--- config.mk ---
export PLATFORM = sky130hd
export DESIGN_NAME = pretrig_gate
export DESIGN_NICKNAME = d
export VERILOG_FILES = /design/src/rtl/pretrig_gate.sv
export SDC_FILE = /design/constraint.sdc
export NUM_CORES = 1
export LEC_CHECK = 0
export ABC_CLOCK_PERIOD_IN_PS = 3000
export CORE_MARGIN = 2
export CORE_UTILIZATION = 57
export DETAILED_ROUTE_END_ITERATION = 7
export PLACE_DENSITY_LB_ADDON = 0.15
export REMOVE_ABC_BUFFERS = 1
export SETUP_SLACK_MARGIN = 0.4
export SLEW_MARGIN = 20
export SYNTH_ARGS = -nofsm -noshare
export SYNTH_HDL_FRONTEND = slang
export SYNTH_SLANG_ARGS = --single-unit
--- constraint.sdc ---
create_clock -name clk -period 3 [get_ports clk]
set_input_delay 0.6 -clock clk [delete_from_list [all_inputs] [get_ports clk]]
set_output_delay 0.6 -clock clk [all_outputs]
set_load 0.01 [all_outputs]
--- src/rtl/pretrig_gate.sv ---
// pretrig_gate: gates pre-trigger requests into a delayed, fixed-width
// DAQ trigger with ack/timeout handshake, dead time and rate counters.
module pretrig_gate #(
  parameter int SIZE_DELAY  = 8,
  parameter int PULSE_WIDTH = 4,
  parameter int DEAD_TIME   = 16,
  parameter int ACK_TIMEOUT = 64,
  parameter int CNT_WIDTH   = 16
) (
  input  logic                  clk,
  input  logic                  reset,
  input  logic                  pretrig_in,
  input  logic                  enable,
  input  logic [SIZE_DELAY-1:0] gate_delay,
  input  logic                  daq_busy,
  input  logic                  daq_ack,
  input  logic                  cnt_clr,
  output logic                  trig_out,
  output logic                  busy_out,
  output logic                  ack_timeout,
  output logic [CNT_WIDTH-1:0]  cnt_accepted,
  output logic [CNT_WIDTH-1:0]  cnt_rejected
);

  typedef enum logic [2:0] {
    IDLE, DELAY, FIRE, WAIT_ACK, DEAD
  } state_t;

  localparam int TM1 =
    (PULSE_WIDTH > DEAD_TIME) ? PULSE_WIDTH : DEAD_TIME;
  localparam int TMAX =
    (TM1 > ACK_TIMEOUT) ? TM1 : ACK_TIMEOUT;
  localparam int TW = $clog2(TMAX + 1);

  localparam logic [TW-1:0] PW_LAST   = TW'(PULSE_WIDTH - 1);
  localparam logic [TW-1:0] ACK_LAST  = TW'(ACK_TIMEOUT - 1);
  localparam logic [TW-1:0] DEAD_LAST = TW'(DEAD_TIME - 1);
  localparam logic [TW-1:0] T_ONE     = TW'(1);
  localparam logic [SIZE_DELAY-1:0] D_ONE = SIZE_DELAY'(1);
  localparam logic [CNT_WIDTH-1:0]  C_ONE = CNT_WIDTH'(1);
  localparam logic [CNT_WIDTH-1:0]  C_MAX = '1;

  state_t                state_q, state_d;
  logic                  p1_q, p1_d;
  logic                  p0_q, p0_d;
  logic                  req_q, req_d;
  logic [SIZE_DELAY-1:0] dly_q, dly_d;
  logic [TW-1:0]         tmr_q, tmr_d;
  logic                  ack_seen_q, ack_seen_d;
  logic                  trig_q, trig_d;
  logic                  busy_q, busy_d;
  logic                  tmo_q, tmo_d;
  logic [CNT_WIDTH-1:0]  acc_q, acc_d;
  logic [CNT_WIDTH-1:0]  rej_q, rej_d;
  logic                  accept, reject, tmo_set;

  // Edge detect, FSM next state, sticky flag and saturating counters.
  always_comb begin
    p1_d       = pretrig_in;
    p0_d       = p1_q;
    req_d      = p1_q & ~p0_q;
    state_d    = state_q;
    dly_d      = dly_q;
    tmr_d      = tmr_q;
    ack_seen_d = ack_seen_q;
    tmo_set    = 1'b0;
    accept = req_q & enable & ~daq_busy
           & (state_q == IDLE);
    reject = req_q & enable
           & (daq_busy | (state_q != IDLE));
    unique case (state_q)
      IDLE: begin
        if (accept) begin
          dly_d      = gate_delay;
          tmr_d      = '0;
          ack_seen_d = 1'b0;
          state_d    = (gate_delay != '0) ? DELAY : FIRE;
        end
      end
      DELAY: begin
        dly_d = dly_q - D_ONE;
        if (dly_q == D_ONE) begin
          state_d = FIRE;
          tmr_d   = '0;
        end
      end
      FIRE: begin
        if (daq_ack) ack_seen_d = 1'b1;
        if (tmr_q == PW_LAST) begin
          state_d = WAIT_ACK;
          tmr_d   = '0;
        end else begin
          tmr_d = tmr_q + T_ONE;
        end
      end
      WAIT_ACK: begin
        if (daq_ack | ack_seen_q) begin
          state_d = DEAD;
          tmr_d   = '0;
        end else if (tmr_q == ACK_LAST) begin
          state_d = DEAD;
          tmr_d   = '0;
          tmo_set = 1'b1;
        end else begin
          tmr_d = tmr_q + T_ONE;
        end
      end
      DEAD: begin
        if (tmr_q == DEAD_LAST) begin
          state_d = IDLE;
        end else begin
          tmr_d = tmr_q + T_ONE;
        end
      end
      default: state_d = IDLE;
    endcase
    // trig_out lags FIRE by one cycle so the pulse is a clean flop output
    trig_d = (state_q == FIRE);
    busy_d = (state_d != IDLE);
    tmo_d  = cnt_clr ? 1'b0 : (tmo_q | tmo_set);
    if (cnt_clr)
      acc_d = '0;
    else if (accept && acc_q != C_MAX)
      acc_d = acc_q + C_ONE;
    else
      acc_d = acc_q;
    if (cnt_clr)
      rej_d = '0;
    else if (reject && rej_q != C_MAX)
      rej_d = rej_q + C_ONE;
    else
      rej_d = rej_q;
  end

  // All state registers; reset forces IDLE and drops trig_out at once.
  always_ff @(posedge clk or negedge reset) begin
    if (!reset) begin
      state_q    <= IDLE;
      p1_q       <= 1'b0;
      p0_q       <= 1'b0;
      req_q      <= 1'b0;
      dly_q      <= '0;
      tmr_q      <= '0;
      ack_seen_q <= 1'b0;
      trig_q     <= 1'b0;
      busy_q     <= 1'b0;
      tmo_q      <= 1'b0;
      acc_q      <= '0;
      rej_q      <= '0;
    end else begin
      state_q    <= state_d;
      p1_q       <= p1_d;
      p0_q       <= p0_d;
      req_q      <= req_d;
      dly_q      <= dly_d;
      tmr_q      <= tmr_d;
      ack_seen_q <= ack_seen_d;
      trig_q     <= trig_d;
      busy_q     <= busy_d;
      tmo_q      <= tmo_d;
      acc_q      <= acc_d;
      rej_q      <= rej_d;
    end
  end

  assign trig_out     = trig_q;
  assign busy_out     = busy_q;
  assign ack_timeout  = tmo_q;
  assign cnt_accepted = acc_q;
  assign cnt_rejected = rej_q;

endmodule

# Yosys cells after proc, flatten, opt, wreduce, memory -nomap -nowiden
# Cells that the tools add are included.
# word_totals
reg_bits	57
output_inout_bits	35
wordCells	82
# op_classes
addsub	4
eq_ne	14
mux	28
bitwise	10
reduce_logical	14
# op_table
op	count
$mux 16	4
$mux 7	6
$pmux 7 s5	1
$add 16x1->16 const B	2
$ne 16x16->1 const B	2
$mux 3	6
$pmux 8 s2	1
$pmux 3 s5	1
$eq 8x1->1 const B	1
$mux 8	1
$ne 2x2->1 const B	4
$reduce_bool 2->1	4
$reduce_bool 8->1	1
$sub 8x1->8 const B	1
$add 7x1->7 const B	1
$eq 7x2->1 const B	1
$eq 7x4->1 const B	1
$eq 7x6->1 const B	1
$eq 3x2->1 const B	2
$mux 1	6
$reduce_bool 3->1	2
$and 1x1->1	5
$reduce_bool 5->1	1
$reduce_and 4->1	1
10 further kinds	14

# Depth between registers and ports, before layout
# Gate-level depths: netlist (run 1).
# logic_depth
word_depth	6
mapped_depth	7

# Worst setup path after synthesis (run 1)
# No wires, ideal clock.
# synth_timing
path_kind	in2reg
startpoint	input port daq_busy
endpoint	register tmr_q[4]
arrival_ns	1.901
setup_slack_ns	0.973
cell_stages	5
n_path_buf	0
path_cell_list	or4_4 -> o21ai_4 -> a211oi_2 -> a22o_4 -> a221o_1
# synth_via
elab_chain_len	5
# synth_rtl
element	line_no	rtl
start: declaration	15	input logic daq_busy,
$not 1->1	67	accept = req_q & enable & ~daq_busy
$and 1x1->1	67	
$and 1x1->1	68	& (state_q == IDLE);
$ne 2x2->1 (no source line)	-	
$reduce_and 4->1 (no source line)	-	
end signal: assignment	156	tmr_q <= tmr_d;
end: declaration	48	logic [TW-1:0] tmr_q, tmr_d;
# Every way passes these cells.
# A chain may end at the register's enable or synchronous reset.

# Worst setup path in the final report (run 1)
# Same ends and word-level chain as after synthesis.

==> impl_metrics.json, run 1 <==
{
  "fin_ws_ps": 723.1,
  "reg2reg_depth": 6,
  "antenna_found_initial": 0,
  "synth-xor-area-share": 0.08323,
  "final_util": 0.7505,
  "synth_area_sq_mm": 0.003052,
  "post-route-min-period_ps": 2277,
  "synth-edff-count": 0,
  "max_stage_delay_ps": 530,
  "die_w_um": 77.17,
  "vias": 2693,
  "initial_core_util": 0.5937,
  "startpoint_type": "primary input",
  "synth_top_family_by_area": "simple AND/OR/NAND/NOR gates",
  "fill_cells": 395,
  "synthArstFlopShare": 1.000,
  "slew_headroom": 0.5380,
  "crit_chain": "clkdlybuf4s50_1, or4_4, o21ai_4, a211oi_2, a22o_4, a221o_1",
  "fin_crit_sh": 0.7590,
  "instances_no_fill": 454,
  "post-cts-setup-buffer-count": 0,
  "dp_hpwl_um": 5002,
  "antenna_cells": 0,
  "ys_types": 52,
  "max_freq_mhz": 439.2,
  "clock-sinks": 57,
  "drv_cap": 0,
  "clk_path_buf_depth": 2,
  "critPathSlowestCell": "or4_4",
  "place_inst": 438,
  "rsz0062_at_grt": "false",
  "cts_buffers": 9,
  "grt_pass1_wl_um": 11870,
  "yosysWarnings": 0,
  "min_path_type": "primary input to asynchronous set/reset pin",
  "synth_simple_gate_area_frac": 0.2731,
  "status": "finished, final reports clean",
  "critPathKind": "primary input to register",
  "arrival_ps": 2500,
  "dieArea_sq_mm": 0.005955,
  "place.gp.congestion": 0.9804,
  "via_per_inst": 5.932,
  "first_pass_iters": 4,
  "grt.overflow.total": 0,
  "synth_compound_area_frac": 0.1251,
  "peakVddDrop_mv": 0.3342,
  "final_antenna_net_count": 0,
  "synth.area.top_cells": "dfrtp_1 (47%), nor2_1 (6.2%), xnor2_1 (4.3%)",
  "path_max_fanout": 7,
  "die_h_um": 77.17,
  "r2r-start": "tmr_q[0]",
  "drt_wl_total_um": 7242,
  "tritoncts": "done",
  "clk_latency_ps": 340,
  "synthAdderAreaFrac": 0.02050,
  "fin_skew_ps": 6.744,
  "netlist_instances": 321,
  "rows": 26,
  "cp_top_family": "compound AO/OA/AOI/OAI gates",
  "leakagePower_nw": 1.578,
  "syn2layout_area_growth_pct": 26.40,
  "core_area_sq_mm": 0.005140,
  "muxShareOfSynthArea": 0.01066,
  "cts.reportedPaths.clkPinSlew_ps": 70,
  "yosysTopAreaCellShare": 0.4674,
  "holdBufCountCts": 0,
  "regToRegEndpoint": "tmr_q[1]",
  "grt.total_usage": 0.2517,
  "setup_tns_ps": 0,
  "io_buffers": 49,
  "yosysSeqAreaShare": 0.4674,
  "crit_path_end_kind": "register",
  "grt_max_degree": 31,
  "finalMaxSlewViolations": 0,
  "io_pins": 50,
  "synth.avg_cell_area_sq_um": 9.507,
  "rrSetupSlack_ps": 750,
  "finalSetupViolCount": 0,
  "worstPathRequired_ps": 3230,
  "nNetsFinal": 399,
  "worst_slew_pin_slew_ps": 686.6,
  "hold_viol": 0,
  "synth_ff_type": "dfrtp_1",
  "drive_gt1_frac": 0.1042,
  "wl_per_cell_um": 15.95,
  "drtIter0Drc": 126,
  "htreeDepth": 3,
  "power.density_mw_per_mm2": 538.5,
  "drc": 0,
  "cp_num_buf_inv": 1,
  "cts_root_buffer": "clkbuf_8",
  "place_ws_ps": 377.4,
  "grt_pass1_vias": 2643,
  "synth_top_cell_by_area": "dfrtp_1",
  "ys_ff_latch": 57,
  "post_cts_resized": 0
}
metrics by stage:
step                      power (mW)  hold slack, ps  cell area (sq um)
after floorplan                1.177           304.4               3017
after global placement         1.298           354.2               3642
after detailed placement       1.315           360.8               3642
after CTS                      2.076           317.9               3857
after global routing           2.166           340.3               3857
final                          2.077           287.7               3857
metal layers:
metal	GRT usage	vias up	wire length [um]
li1	-	1284	-
met1	0.3092	1314	3207
met2	0.4070	75	3451
met3	0.06824	20	373
met4	0.1286	0	210
met5	0	-	0
report_power, final:
part | total (mW) | internal [mW] | leakage [nW] | switching [mW]
sequential | 0.917 | 0.842 | 0.762 | 0.0750
clock | 0.768 | 0.450 | 0.105 | 0.318
combinational | 0.392 | 0.171 | 0.712 | 0.221
total | 2.08 | 1.46 | 1.58 | 0.614
final cells by class:
class | instances | area [sq um] | share of cell area
Timing Repair Buffer | 56 | 538.0 | 0.1395
Tap cell | 70 | 87.58 | 0.02271
Clock buffer | 12 | 165.2 | 0.04282
Inverter | 7 | 26.28 | 0.006812
Sequential cell | 57 | 1426 | 0.3698
Multi-Input combinational cell | 248 | 1564 | 0.4054
Clock inverter | 4 | 50.05 | 0.01297
cells in the final DEF (no fill, tap or decap), types with 3 or more instances in the layout:
| cell type | count |
|---|---|
| buf_4 | 7 |
| clkbuf_8 | 12 |
| nor2_1 | 50 |
| o2111ai_1 | 3 |
| a21oi_1 | 9 |
| and3_1 | 6 |
| nor4_1 | 9 |
| dfrtp_1 | 57 |
| nor4b_1 | 3 |
| nand3_1 | 20 |
| a31oi_1 | 3 |
| nand4_1 | 10 |
| clkdlybuf4s50_1 | 48 |
| xor2_1 | 14 |
| nor3_1 | 10 |
| nor2b_1 | 4 |
| inv_1 | 7 |
| o21ai_0 | 14 |
| o211ai_1 | 8 |
| and4_1 | 6 |
| xnor2_1 | 15 |
| nand2_1 | 25 |
| ha_1 | 5 |
logic make-up after synthesis:
kind of cell | Yosys count
DFF | 57
and+or+nand+nor | 158
buffers and inverters | 16
AOI/OAI and AO/OA | 53
muxes | 3
xor gates and xnor gates | 29
adders and majority gates | 5
synth_stat cells (all sizes together), types with 7 or more instances:
cell type	number
a21oi	9
clkbuf	7
dfrtp	57
inv	7
nand2	25
nand3	20
nand4	10
nor2	50
nor3	10
nor4	10
o211ai	8
o21ai	15
xnor2	15
xor2	14
how the worst max path moves through the flow:
| stage | from | endpoint | slack (ps) | cells after the start |
|---|---|---|---|---|
| floorplan | cnt_accepted[0] | cnt_accepted[11] | 560 | 6 |
| global placement | daq_busy | tmr_q[4] | 420 | 6 |
| detailed placement | daq_busy | tmr_q[4] | 380 | 6 |
| CTS | daq_busy | tmr_q[4] | 730 | 6 |
| global route | tmr_q[0] | tmr_q[1] | 660 | 6 |
| finish | daq_busy | tmr_q[4] | 720 | 6 |
flip-flops by register name, summed over array words and instances (netlist names), 3 cells and up:
name and count:
cnt_accepted 16, cnt_rejected 16, dly_q 8, tmr_q 7, state_q 3
Note: power is estimated with default switching activity, not from simulation.
==> run 2: changes to the inputs <==
--- a/config.mk
+++ b/config.mk
@@ -5,9 +5,9 @@
 export SDC_FILE = /design/constraint.sdc
 export NUM_CORES = 1
 export LEC_CHECK = 0
-export ABC_CLOCK_PERIOD_IN_PS = 3000
+export ABC_CLOCK_PERIOD_IN_PS = 2000
 export CORE_MARGIN = 2
-export CORE_UTILIZATION = 57
+export CORE_UTILIZATION = 48
 export DETAILED_ROUTE_END_ITERATION = 7
 export PLACE_DENSITY_LB_ADDON = 0.15
 export REMOVE_ABC_BUFFERS = 1
==> constraint.sdc (replaced) <==
create_clock -name clk -period 2 [get_ports clk]
set_input_delay 0.4 -clock clk [delete_from_list [all_inputs] [get_ports clk]]
set_output_delay 0.4 -clock clk [all_outputs]
set_load 0.01 [all_outputs]
==> impl_metrics.json, run 2 (synthesized netlist as in run 1, its figures left out) <==
{
  "status": "complete, but fails checks",
  "violations": "setup timing",
  "pwr-share-comb": 0.323,
  "dp_hpwl_um": 5100,
  "layout_common_cells": "buf_4 (64), dfrtp_1 (46), nor2_1 (44)",
  "cts.reportedPaths.clkPinSlew_ps": 80,
  "place_inst": 476,
  "clock-sinks": 57,
  "final_util": 0.8671,
  "leakagePower_nw": 2.379,
  "first_pass_iters": 5,
  "fin_skew_ps": 16.83,
  "fin_crit_sh": 1.052,
  "finalSetupViolCount": 7,
  "register_area_sq_mm": 0.001440,
  "final_antenna_net_count": 0,
  "fin_ws_ps": -103.0,
  "critPathSlowestCell": "dfrtp_1",
  "place.gp.congestion": 0.8697,
  "regToRegEndpoint": "tmr_q[4]",
  "worstPathRequired_ps": 2230,
  "seqPwrFrac": 0.377,
  "antenna_found_initial": 0,
  "cts_buffers": 9,
  "fill_cells": 277,
  "die_h_um": 83.74,
  "core_area_sq_mm": 0.006241,
  "rrSetupSlack_ps": -100,
  "initial_core_util": 0.4890,
  "clk_path_buf_depth": 2,
  "critPathKind": "register to register",
  "max_stage_delay_ps": 380,
  "cp_num_buf_inv": 2,
  "cts_root_buffer": "clkbuf_8",
  "htreeDepth": 3,
  "nNetsFinal": 495,
  "drt_wl_total_um": 12310,
  "grt.total_usage": 0.2858,
  "vias": 3438,
  "drive_gt1_frac": 0.4521,
  "peakVddDrop_mv": 0.6195,
  "path_max_fanout": 3,
  "reg2reg_depth": 8,
  "max_freq_mhz": 475.5,
  "p_sw_frac": 0.3321,
  "tritoncts": "done",
  "min_path_type": "primary input to asynchronous set/reset pin",
  "p_int_mw": 2.482,
  "via_per_inst": 6.172,
  "grt.overflow.total": 0,
  "rsz0062_at_grt": "true",
  "finalMaxSlewViolations": 0,
  "power.switching_mw": 1.234,
  "cp_top_family": "compound AO/OA/AOI/OAI gates",
  "antenna_cells": 0,
  "rows": 29,
  "crit_chain": "ha_2, buf_6, nand3_4, or3_4, a211oi_4, buf_4, nand2_4, a221o_1",
  "drtIter0Drc": 282,
  "final_common_cell": "buf_4",
  "startpoint_type": "register",
  "drv_cap": 0,
  "multi_input_area_sq_mm": 0.002220,
  "drc": 0,
  "arrival_ps": 2330,
  "dieArea_sq_mm": 0.007012,
  "power_frac_clock": 0.300,
  "die_w_um": 83.74,
  "r2r-start": "tmr_q[0]",
  "hold_viol": 0,
  "holdBufCountCts": 0,
  "post-route-min-period_ps": 2103,
  "grt_pass1_wl_um": 15900,
  "io_pins": 50,
  "syn2layout_area_growth_pct": 77.33,
  "power.density_mw_per_mm2": 686.8,
  "grt_pass1_vias": 3203,
  "io_buffers": 49,
  "worst_slew_pin_slew_ps": 625.8,
  "crit_path_end_kind": "register",
  "instances_no_fill": 557,
  "place_ws_ps": -314.6,
  "clk_latency_ps": 350,
  "wl_per_cell_um": 22.10,
  "slew_headroom": 0.5789,
  "grt_max_degree": 58
}
run 2: worst max path at each step:
stage | startpoint | end | cells after the start
6_report | tmr_q[0] | tmr_q[4] | 8
5_1_grt | tmr_q[0] | tmr_q[4] | 8
4_1_cts | tmr_q[0] | tmr_q[1] | 7
3_5_place_dp | daq_busy | tmr_q[4] | 6
3_3_place_gp | daq_busy | tmr_q[4] | 6
2_1_floorplan | cnt_accepted[0] | cnt_accepted[11] | 6
run 2: repair_timing:
item / in CTS / in global routing
setup endpoints to repair: 85 / 56
buffers inserted: 41 / 21
gates resized for setup: 128 / 89
pin swaps: 45 / 54
gates cloned: 3 / 0
run 2: through the flow:
| stage | cell area, sq um | TNS, ps | power, mW | hold WS [ps] |
|---|---|---|---|---|
| 5_1_grt | 5411 | -693.2 | 3.853 | 69.71 |
| 4_1_cts | 4847 | 0 | 3.345 | 49.84 |
| 6_report | 5411 | -375.1 | 3.716 | 29.23 |
| 3_3_place_gp | 3896 | -6745 | 2.033 | 353.4 |
| 2_1_floorplan | 3017 | -2710 | 1.766 | 104.4 |
| 3_5_place_dp | 3896 | -7436 | 2.053 | 368.0 |
run 2: cell type report:
class	count	share of cell area
tap	77	0.01780
clock inverter	6	0.01064
timing repair buffer	151	0.2650
inverter	7	0.004855
sequential	57	0.2661
multi-input combinational	249	0.4102
clock buffer	10	0.02543
run 2: worst reg2reg max path: stages, from the launching register on:
cell,delay (ps)
dfrtp_1,380
ha_2,220
buf_6,110
nand3_4,70
or3_4,370
a211oi_4,300
buf_4,180
nand2_4,50
a221o_1,310
run 2: power by group through the flow:
stage | Sequential [mW] | Combinational [mW] | Clock, mW
after floorplan | 1.37 | 0.396 | 0
after global placement | 1.38 | 0.656 | 0
after detailed placement | 1.38 | 0.673 | 0
after CTS | 1.37 | 0.877 | 1.10
after global routing | 1.41 | 1.27 | 1.18
final | 1.40 | 1.20 | 1.11
run 2: layer usage:
metal | GRT usage | wire [um] | part of all wire
met4 | 0.1628 | 491 | 0.040
met5 | 0 | 0 | 0
met1 | 0.3556 | 4790 | 0.39
met2 | 0.4691 | 6166 | 0.50
met3 | 0.05045 | 859 | 0.070
